==> src/rtl/bitser_pkg.sv <==
// rtl/bitser_pkg.sv - shared types, opcodes and decode helpers for the bit-serial sequencer
//
// Purpose: FSM state encoding, opcode constants, alu_op codes and small
//          combinational decode functions used by bitser_seq_ctrl.
// Ports:   none (package).
// Config:  BITSER_SEQ_CTRL_CMP_EN makes CMP/CMPI legal (compare without write-back).

package bitser_pkg;

   typedef enum logic [1:0] {
      ST_IDLE   = 2'd0,
      ST_EXEC   = 2'd1,
      ST_WRITE  = 2'd2,
      ST_FINISH = 2'd3
   } state_t;

   localparam logic [3:0] OP_ADD  = 4'b0000;
   localparam logic [3:0] OP_SUB  = 4'b0001;
   localparam logic [3:0] OP_OR   = 4'b0100;
   localparam logic [3:0] OP_AND  = 4'b0101;
   localparam logic [3:0] OP_XOR  = 4'b0110;
   localparam logic [3:0] OP_CMP  = 4'b0111;
   localparam logic [3:0] OP_ADDI = 4'b1000;
   localparam logic [3:0] OP_SUBI = 4'b1001;
   localparam logic [3:0] OP_ORI  = 4'b1010;
   localparam logic [3:0] OP_ANDI = 4'b1011;
   localparam logic [3:0] OP_XORI = 4'b1100;
   localparam logic [3:0] OP_CMPI = 4'b1101;

   localparam logic [1:0] ALU_ADD = 2'b00;
   localparam logic [1:0] ALU_XOR = 2'b01;
   localparam logic [1:0] ALU_AND = 2'b10;
   localparam logic [1:0] ALU_OR  = 2'b11;

   // Compare opcodes: subtract that only updates zero_flag, no write-back.
   function automatic logic op_cmp(input logic [3:0] op);
`ifdef BITSER_SEQ_CTRL_CMP_EN
      return (op == OP_CMP) || (op == OP_CMPI);
`else
      return (op == 4'b1111) && (op == 4'b0000);
`endif
   endfunction

   // Operations that run the adder with B inverted and carry-in forced to 1.
   function automatic logic op_sub(input logic [3:0] op);
      return (op == OP_SUB) || (op == OP_SUBI) || op_cmp(op);
   endfunction

   function automatic logic op_legal(input logic [3:0] op);
      logic ok;
      ok = 1'b0;
      case (op)
         OP_ADD, OP_ADDI, OP_SUB, OP_SUBI,
         OP_XOR, OP_XORI, OP_AND, OP_ANDI,
         OP_OR,  OP_ORI:  ok = 1'b1;
         default:         ok = op_cmp(op);
      endcase
      return ok;
   endfunction

   function automatic logic [1:0] op_alu(input logic [3:0] op);
      logic [1:0] a;
      a = ALU_ADD;
      case (op)
         OP_XOR, OP_XORI: a = ALU_XOR;
         OP_AND, OP_ANDI: a = ALU_AND;
         OP_OR,  OP_ORI:  a = ALU_OR;
         default:         a = ALU_ADD;
      endcase
      return a;
   endfunction

endpackage

==> src/rtl/bitser_bit_counter.sv <==
// rtl/bitser_bit_counter.sv - bit position counter with terminal count
//
// Purpose: counts 0..WIDTH-1 while en is high and wraps to 0 after the
//          terminal count; clr has priority and forces 0.
// Ports:   clk, rstn (async active-low), clr, en -> count, tc (count == WIDTH-1).

module bitser_bit_counter #(
   parameter int WIDTH = 8
) (
   input  logic                     clk,
   input  logic                     rstn,
   input  logic                     clr,
   input  logic                     en,
   output logic [$clog2(WIDTH)-1:0] count,
   output logic                     tc
);

   localparam int CW = $clog2(WIDTH);
   localparam logic [CW-1:0] LAST = CW'(WIDTH - 1);

   assign tc = (count == LAST);

   // Explicit wrap at LAST so non-power-of-two WIDTH also cycles correctly.
   always_ff @(posedge clk or negedge rstn) begin
      if (!rstn) begin
         count <= '0;
      end else if (clr) begin
         count <= '0;
      end else if (en) begin
         count <= tc ? '0 : count + 1'b1;
      end
   end

endmodule

==> src/rtl/bitser_seq_ctrl.sv <==
// rtl/bitser_seq_ctrl.sv - control sequencer for a bit-serial ALU datapath
//
// Purpose: accepts an instruction on go, runs WIDTH EXEC cycles driving the
//          serial ALU, WIDTH WRITE cycles shifting the result into the
//          accumulator, then a one-cycle FINISH with done.
// Ports:   clk, rstn (async active-low), opcode[3:0], inst_valid, go, res_bit
//          -> busy, done, illegal, reg_shift_en, acc_shift_en, acc_write_en,
//             carry_en, b_invert, carry_init, zero_flag, alu_op[1:0],
//             bit_idx[$clog2(WIDTH)-1:0].
// Config:  BITSER_SEQ_CTRL_CMP_EN enables CMP/CMPI (EXEC then FINISH, no WRITE).

module bitser_seq_ctrl #(
   parameter int WIDTH = 8
) (
   input  logic                     clk,
   input  logic                     rstn,
   input  logic [3:0]               opcode,
   input  logic                     inst_valid,
   input  logic                     go,
   input  logic                     res_bit,
   output logic                     busy,
   output logic                     done,
   output logic                     illegal,
   output logic                     reg_shift_en,
   output logic                     acc_shift_en,
   output logic                     acc_write_en,
   output logic                     carry_en,
   output logic                     b_invert,
   output logic                     carry_init,
   output logic                     zero_flag,
   output logic [1:0]               alu_op,
   output logic [$clog2(WIDTH)-1:0] bit_idx
);

   import bitser_pkg::*;

   state_t     state_q;
   state_t     state_d;
   logic [3:0] op_q;
   logic       illegal_q;
   logic       any_one_q;
   logic       zero_flag_q;
   logic       tc;
   logic       start;
   logic       accept;
   logic       reject;
   logic       in_idle;
   logic       in_exec;
   logic       cnt_en;

   assign in_idle = (state_q == ST_IDLE);
   assign in_exec = (state_q == ST_EXEC);
   assign cnt_en  = in_exec || (state_q == ST_WRITE);

   // go is only looked at in IDLE, so go while busy cannot disturb op_q.
   assign start   = in_idle && go && inst_valid;
   assign accept  = start && op_legal(opcode);
   assign reject  = start && !op_legal(opcode);

   // Counter is held clear in IDLE, which keeps bit_idx at 0 there.
   bitser_bit_counter #(
      .WIDTH (WIDTH)
   ) u_bit_counter (
      .clk   (clk),
      .rstn  (rstn),
      .clr   (in_idle),
      .en    (cnt_en),
      .count (bit_idx),
      .tc    (tc)
   );

   always_ff @(posedge clk or negedge rstn) begin
      if (!rstn) begin
         state_q     <= ST_IDLE;
         op_q        <= '0;
         illegal_q   <= 1'b0;
         any_one_q   <= 1'b0;
         zero_flag_q <= 1'b0;
      end else begin
         state_q   <= state_d;
         illegal_q <= reject;
         if (accept) begin
            op_q <= opcode;
         end
         // The final sample is folded in directly so zero_flag is valid in
         // the first cycle after EXEC.
         if (in_exec) begin
            if (tc) begin
               zero_flag_q <= ~(any_one_q | res_bit);
               any_one_q   <= 1'b0;
            end else begin
               any_one_q <= any_one_q | res_bit;
            end
         end
      end
   end

   assign illegal   = illegal_q;
   assign zero_flag = zero_flag_q;

   always_comb begin
      state_d      = state_q;
      busy         = 1'b0;
      done         = 1'b0;
      reg_shift_en = 1'b0;
      acc_shift_en = 1'b0;
      acc_write_en = 1'b0;
      carry_en     = 1'b0;
      b_invert     = 1'b0;
      carry_init   = 1'b0;
      alu_op       = ALU_ADD;
      case (state_q)
         ST_IDLE: begin
            if (accept) begin
               state_d = ST_EXEC;
            end
         end
         ST_EXEC: begin
            busy         = 1'b1;
            reg_shift_en = 1'b1;
            carry_en     = 1'b1;
            alu_op       = op_alu(op_q);
            b_invert     = op_sub(op_q);
            carry_init   = op_sub(op_q) && (bit_idx == '0);
            if (tc) begin
               state_d = op_cmp(op_q) ? ST_FINISH : ST_WRITE;
            end
         end
         ST_WRITE: begin
            busy         = 1'b1;
            acc_shift_en = 1'b1;
            acc_write_en = 1'b1;
            if (tc) begin
               state_d = ST_FINISH;
            end
         end
         ST_FINISH: begin
            busy    = 1'b1;
            done    = 1'b1;
            state_d = ST_IDLE;
         end
         default: begin
            state_d = ST_IDLE;
         end
      endcase
   end

endmodule

==> config.mk <==
export PLATFORM = sky130hd
export DESIGN_NAME = bitser_seq_ctrl
export DESIGN_NICKNAME = d
export VERILOG_FILES = /design/src/rtl/bitser_pkg.sv /design/src/rtl/bitser_bit_counter.sv /design/src/rtl/bitser_seq_ctrl.sv
export SDC_FILE = /design/constraint.sdc
export NUM_CORES = 1
export LEC_CHECK = 0
export ABC_CLOCK_PERIOD_IN_PS = 2200
export CORE_MARGIN = 4
export CORE_UTILIZATION = 45
export DETAILED_ROUTE_END_ITERATION = 6
export GPL_TIMING_DRIVEN = 0
export PLACE_DENSITY = 0.77
export SLEW_MARGIN = 15
export SYNTH_ARGS = -nofsm -noshare
export SYNTH_HDL_FRONTEND = slang
export SYNTH_SLANG_ARGS = --single-unit
==> constraint.sdc <==
create_clock -name clk -period 2.2 [get_ports clk]
set_clock_uncertainty 0.2 [all_clocks]
set_input_delay 0.33 -clock clk [delete_from_list [all_inputs] [get_ports clk]]
set_output_delay 0.33 -clock clk [all_outputs]
set_load 0.02 [all_outputs]
# Word level (Yosys, flattened, before mapping)
# Index checks and enable logic that the tools add are counted.
# Widths: inputs -> output; s select.
# classes
addsub	1
n_eq_ne	26
mux	18
bitwise	2
reduce_logical	23
# op_table
cell	n
$eq 4x4->1 const B	11
$eq 4x3->1 const B	6
$reduce_or 10->1	1
$mux 1	9
$mux 3	3
$eq 4x1->1 const B	2
$logic_not 4->1	2
$mux 2	4
$pmux 2 s4	1
$logic_and 1x1->1	7
$pmux 2 s3	1
$reduce_or 2->1	3
$eq 2x2->1 const B	2
$ne 2x1->1 const B	2
$add 3x1->3 const B	1
$eq 3x3->1 const B	1
$logic_not 3->1	1
$logic_or 1x1->1	3
$reduce_and 3->1	1
$reduce_or 3->1	1
$eq 2x1->1 const B	1
$logic_not 2->1	1
$ne 2x2->1 const B	1
$reduce_and 2->1	1
4 further kinds	4
# word_totals
ff_bits	12
inputBits	9
output_inout_bits	15
wordCells	76

# Longest topological paths before layout
# logic_depth
depth_word	6
ltp_mapped	6

# By module
# Synthesis repeated with hierarchy kept, for this count alone.
# hier_totals
cells_unflattened	81
hier_area_um2	817.0
# modules_own_cells
mod	n_inst	cells_each	area_each_um2	seq_area_each_um2
bitser_seq_ctrl	1	69	665.6	225.2
bitser_bit_counter	1	12	151.4	75.1

# Worst setup path before layout
# Ideal clock, no wire load.
# synth_path
path_type	register -> output
startpoint	register state_q[1]
endpoint	output port carry_init
arrival_time_ps	2108
path_slack_ps	-438
stages_incl_launch_ff	5
path_cell_list	dfrtp_1 > inv_1 > ha_1 > nor4b_1 > and3b_1
# synth_via
elab_chain_len	2
# synth_lines
element	line	rtl
from (decl)	bitser_seq_ctrl.sv:37	state_t state_q;
from (signal assigned)	bitser_seq_ctrl.sv:80	state_q <= state_d;
$eq 2x1->1	bitser_seq_ctrl.sv:112	case (state_q)
$mux 1	bitser_seq_ctrl.sv:112	
to (decl)	bitser_seq_ctrl.sv:29	output logic carry_init,
# No other way between the ends.

# Worst setup path after layout
# layout_path
startpoint	register state_q[1]
endpoint	output port b_invert
# layout_via
elab_chain_len	2
# layout_lines
element	line	rtl
$eq 2x1->1	bitser_seq_ctrl.sv:112	
$mux 1	bitser_seq_ctrl.sv:112	
to (decl)	bitser_seq_ctrl.sv:28	output logic b_invert,
# No other way between the ends.

==> out/metrics.csv <==
stage,metric,value,unit
synthesis,avgSynthCellArea,9.157,um2
clocking,cts_tree,built,
critical_path,arrival,1.60,ns
critical_path,slowest_delay,0.45,ns
timing,relSlewSlack,0.6201,
timing,timing.fmax,469.9,MHz
synthesis,ys_warn_count,0,
clocking,clk_path_buf_depth,2,
route,via_count,771,
pwr,p_per_area,1307,nW/um2
global_routing,overflow,0,
timing,setup_viol,0,
route,wl,1996,um
global_routing,grt_pass1_vias,709,
route,drt-initial-drc-count,20,
worst_hold_path,min-delay-start,opcode[3],
pwr,peakVddDrop,829.3,uV
synthesis,syn_inst,88,
synthesis,synth_seq_area_share,0.3727,
route,wl_per_cell,14.06,um
clocking,cts_buffers,3,
timing,fin_crit_sh,0.9674,
critical_path,crit-reg2reg-launch,state_q[0]$_DFFE_PN0P_,
clocking,cts_htree_levels,1,
critical_path,startpoint_type,register,
critical_path,path_buf_inv,2,
clocking,cts_num_sinks,12,
floorplan,initial_utilization,0.4718,
critical_path,critPathTopFamily,buffers and inverters,
timing,drv_slew,0,
cells_and_area,register_area,302.8,um2
synthesis,synth.area.top_cells,"dfrtp_1 (37%), ha_1 (14%), nand2_1 (5.6%)",
synthesis,ys_types,32,
route,drt-pass1-iter-count,4,
placed_design,dpl.hpwl,1442,um
cells_and_area,drive_gt1_frac,0.1709,
cells_and_area,syn_to_final_growth,40.22,%
synthesis,synth_nets,106,
clocking,path_clk_slew,0.08,ns
worst_hold_path,hold_depth,2,
worst_hold_path,hold_class,in2reg,
global_routing,grt_max_degree,13,
route,drc,0,
cells_and_area,multi_input_area,480.5,um2
floorplan,fp.dieW,50.32,um
placed_design,dpl_cell_area,1062,um2
floorplan,num_rows,15,
pwr,p_leak,0.0005410,uW
floorplan,ios,24,
global_routing,antenna_found_initial,0,
timing,fin_crit,2.128,ns
route,antenna_left,0,
synthesis,syn_area,805.8,um2
critical_path,cp.required,1.67,ns
synthesis,synth_area_leader_cell,dfrtp_1,
placed_design,gp_congestion,0.8189,
cells_and_area,final_area,1130,um2
critical_path,reg2regPathDepth,5,
critical_path,critPathMaxFanout,7,
cells_and_area,nNetsFinal,136,
cells_and_area,fill_cells,145,
synthesis,ys_ff_latch,12,
clocking,clockRootBuffer,clkbuf_4,
route,drt-vias-per-instance,5.430,
critical_path,critPathKind,reg2out,
critical_path,end_kind,primary output,
run_status,status,"finished, final reports clean",
timing,finalHoldViolCount,0,
critical_path,timing.rr.end,op_q[0]$_DFFE_PN0P_,
critical_path,path_cells,"inv_2, ha_4, nor4b_4, clkdlybuf4s15_1",
cells_and_area,n_antenna_cell,0,
synthesis,synth_top_cell_area_share,0.3727,
worst_hold_path,whs_endpoint,op_q[3]$_DFFE_PN0P_,
placed_design,io_buffers,21,
timing,max_slew.worst_pin.slew,0.5681,ns
floorplan,dieArea,2532,um2
pwr,power,1477,uW
clocking,cts_hold_buf,0,
critical_path,r2r_slack,0.24,ns
floorplan,core,1708,um2
global_routing,grt_pass1_wl,3263,um
clocking,clock_latency,0.29,ns
cells_and_area,mostFrequentLayoutCells,"nand2_1 (12), clkdlybuf4s50_1 (12), dfrtp_1 (10)",
floorplan,fp.dieH,50.32,um
job,cap_viol_max_count,0,
critical_path,critPathSlowestCell,dfrtp_2,
global_routing,grt_usage,0.1767,
==> what timing repair did <==
action,in CTS,in global routing
gates resized for setup,17,1
buffers inserted,0,4
setup endpoints to repair,9,2
cloned,0,0
==> worst max-delay path by stage <==
stage / from / to / slack [ns] / depth (start not counted)
2_1_floorplan: state_q[1]$_DFFE_PN0P_ / carry_init / 0.03 / 4
3_3_place_gp: state_q[1]$_DFFE_PN0P_ / carry_init / -0.26 / 5
3_5_place_dp: state_q[1]$_DFFE_PN0P_ / carry_init / -0.33 / 5
4_1_cts: state_q[1]$_DFFE_PN0P_ / b_invert / 0.01 / 4
5_1_grt: state_q[1]$_DFFE_PN0P_ / carry_init / -0.006 / 5
6_report: state_q[1]$_DFFE_PN0P_ / b_invert / 0.07 / 4
==> layer usage <==
| layer | share of wire | GRT usage |
|---|---|---|
| met5 | 0 | 0 |
| met4 | 0.026 | 0.1076 |
| met3 | 0.057 | 0.04154 |
| met2 | 0.48 | 0.2891 |
| met1 | 0.44 | 0.2083 |
==> stage by stage <==
step           setup WS (ns)    util   TNS (ns)  std cells  hold WS (ns)
2_1_floorplan        0.03075       -          0         88       -0.1656
3_3_place_gp         -0.2616  0.6220    -0.3886        134        0.2364
3_5_place_dp         -0.3325  0.6220    -0.6697        134        0.2535
4_1_cts             0.009603  0.6432          0        138        0.1656
5_1_grt            -0.005989  0.6615  -0.006174        142        0.1962
6_report             0.07177  0.6615          0        142        0.1687
==> logic make-up after synthesis <==
logic type               Yosys count  share of synthesized area
flip-flops                        12                     0.3727
multiplexers                       2                    0.03105
buffers and inverters             11                    0.06522
XOR/XNOR                           1                    0.01087
adder cells (fa/ha/maj)            9                     0.1398
AND/OR/NAND/NOR                   29                     0.1832
AO/OA/AOI/OAI                     24                     0.1972
==> where the power goes <==
part / total (uW) / internal (uW) / switching, uW
sequential: 426 / 315 / 111
combinational: 866 / 431 / 435
clock: 185 / 101 / 83.6
==> Yosys cell counts <==
library cell / n
dfrtp_1: 12
nand2_1: 12
ha_1: 9
o21ai_0: 8
inv_1: 7
a21oi_1: 5
and3_1: 4
nor2_1: 4
buf_4: 3
o211ai_1: 2
a211o_1: 1
a211oi_1: 1
a21o_1: 1
a221oi_1: 1
a22o_1: 1
a32o_1: 1
and2_1: 1
and3b_1: 1
clkbuf_1: 1
mux2_4: 1
mux2i_1: 1
nand2b_1: 1
nand2b_2: 1
nand3_1: 1
nor3_1: 1
nor4_1: 1
nor4b_1: 1
o221a_2: 1
o311ai_0: 1
o31ai_1: 1
or2b_1: 1
xnor2_1: 1
==> cell type report <==
class	instances	area share
Buffer	4	0.02326
Inverter	7	0.02326
Timing Repair Buffer	25	0.2004
Tap cell	25	0.02769
Sequential cell	12	0.2680
Clock buffer	4	0.03212
Multi-Input combinational cell	65	0.4253
==> registers in the layout (all words and copies together) (netlist names) <==
signal,flops
illegal,1
op_q,4
any_one_q,1
state_q,2
zero_flag,1
u_bit_counter.count,3
==> worst reg2reg max path, delay by kind of cell (launching register included) <==
kind	cells	cell delay [ns]
compound gates	2	0.46
fa+ha+maj	1	0.30
buf+inv	1	0.15
flops	1	0.45
simple gates	1	0.30
Note: power is estimated with default switching activity, not from simulation.
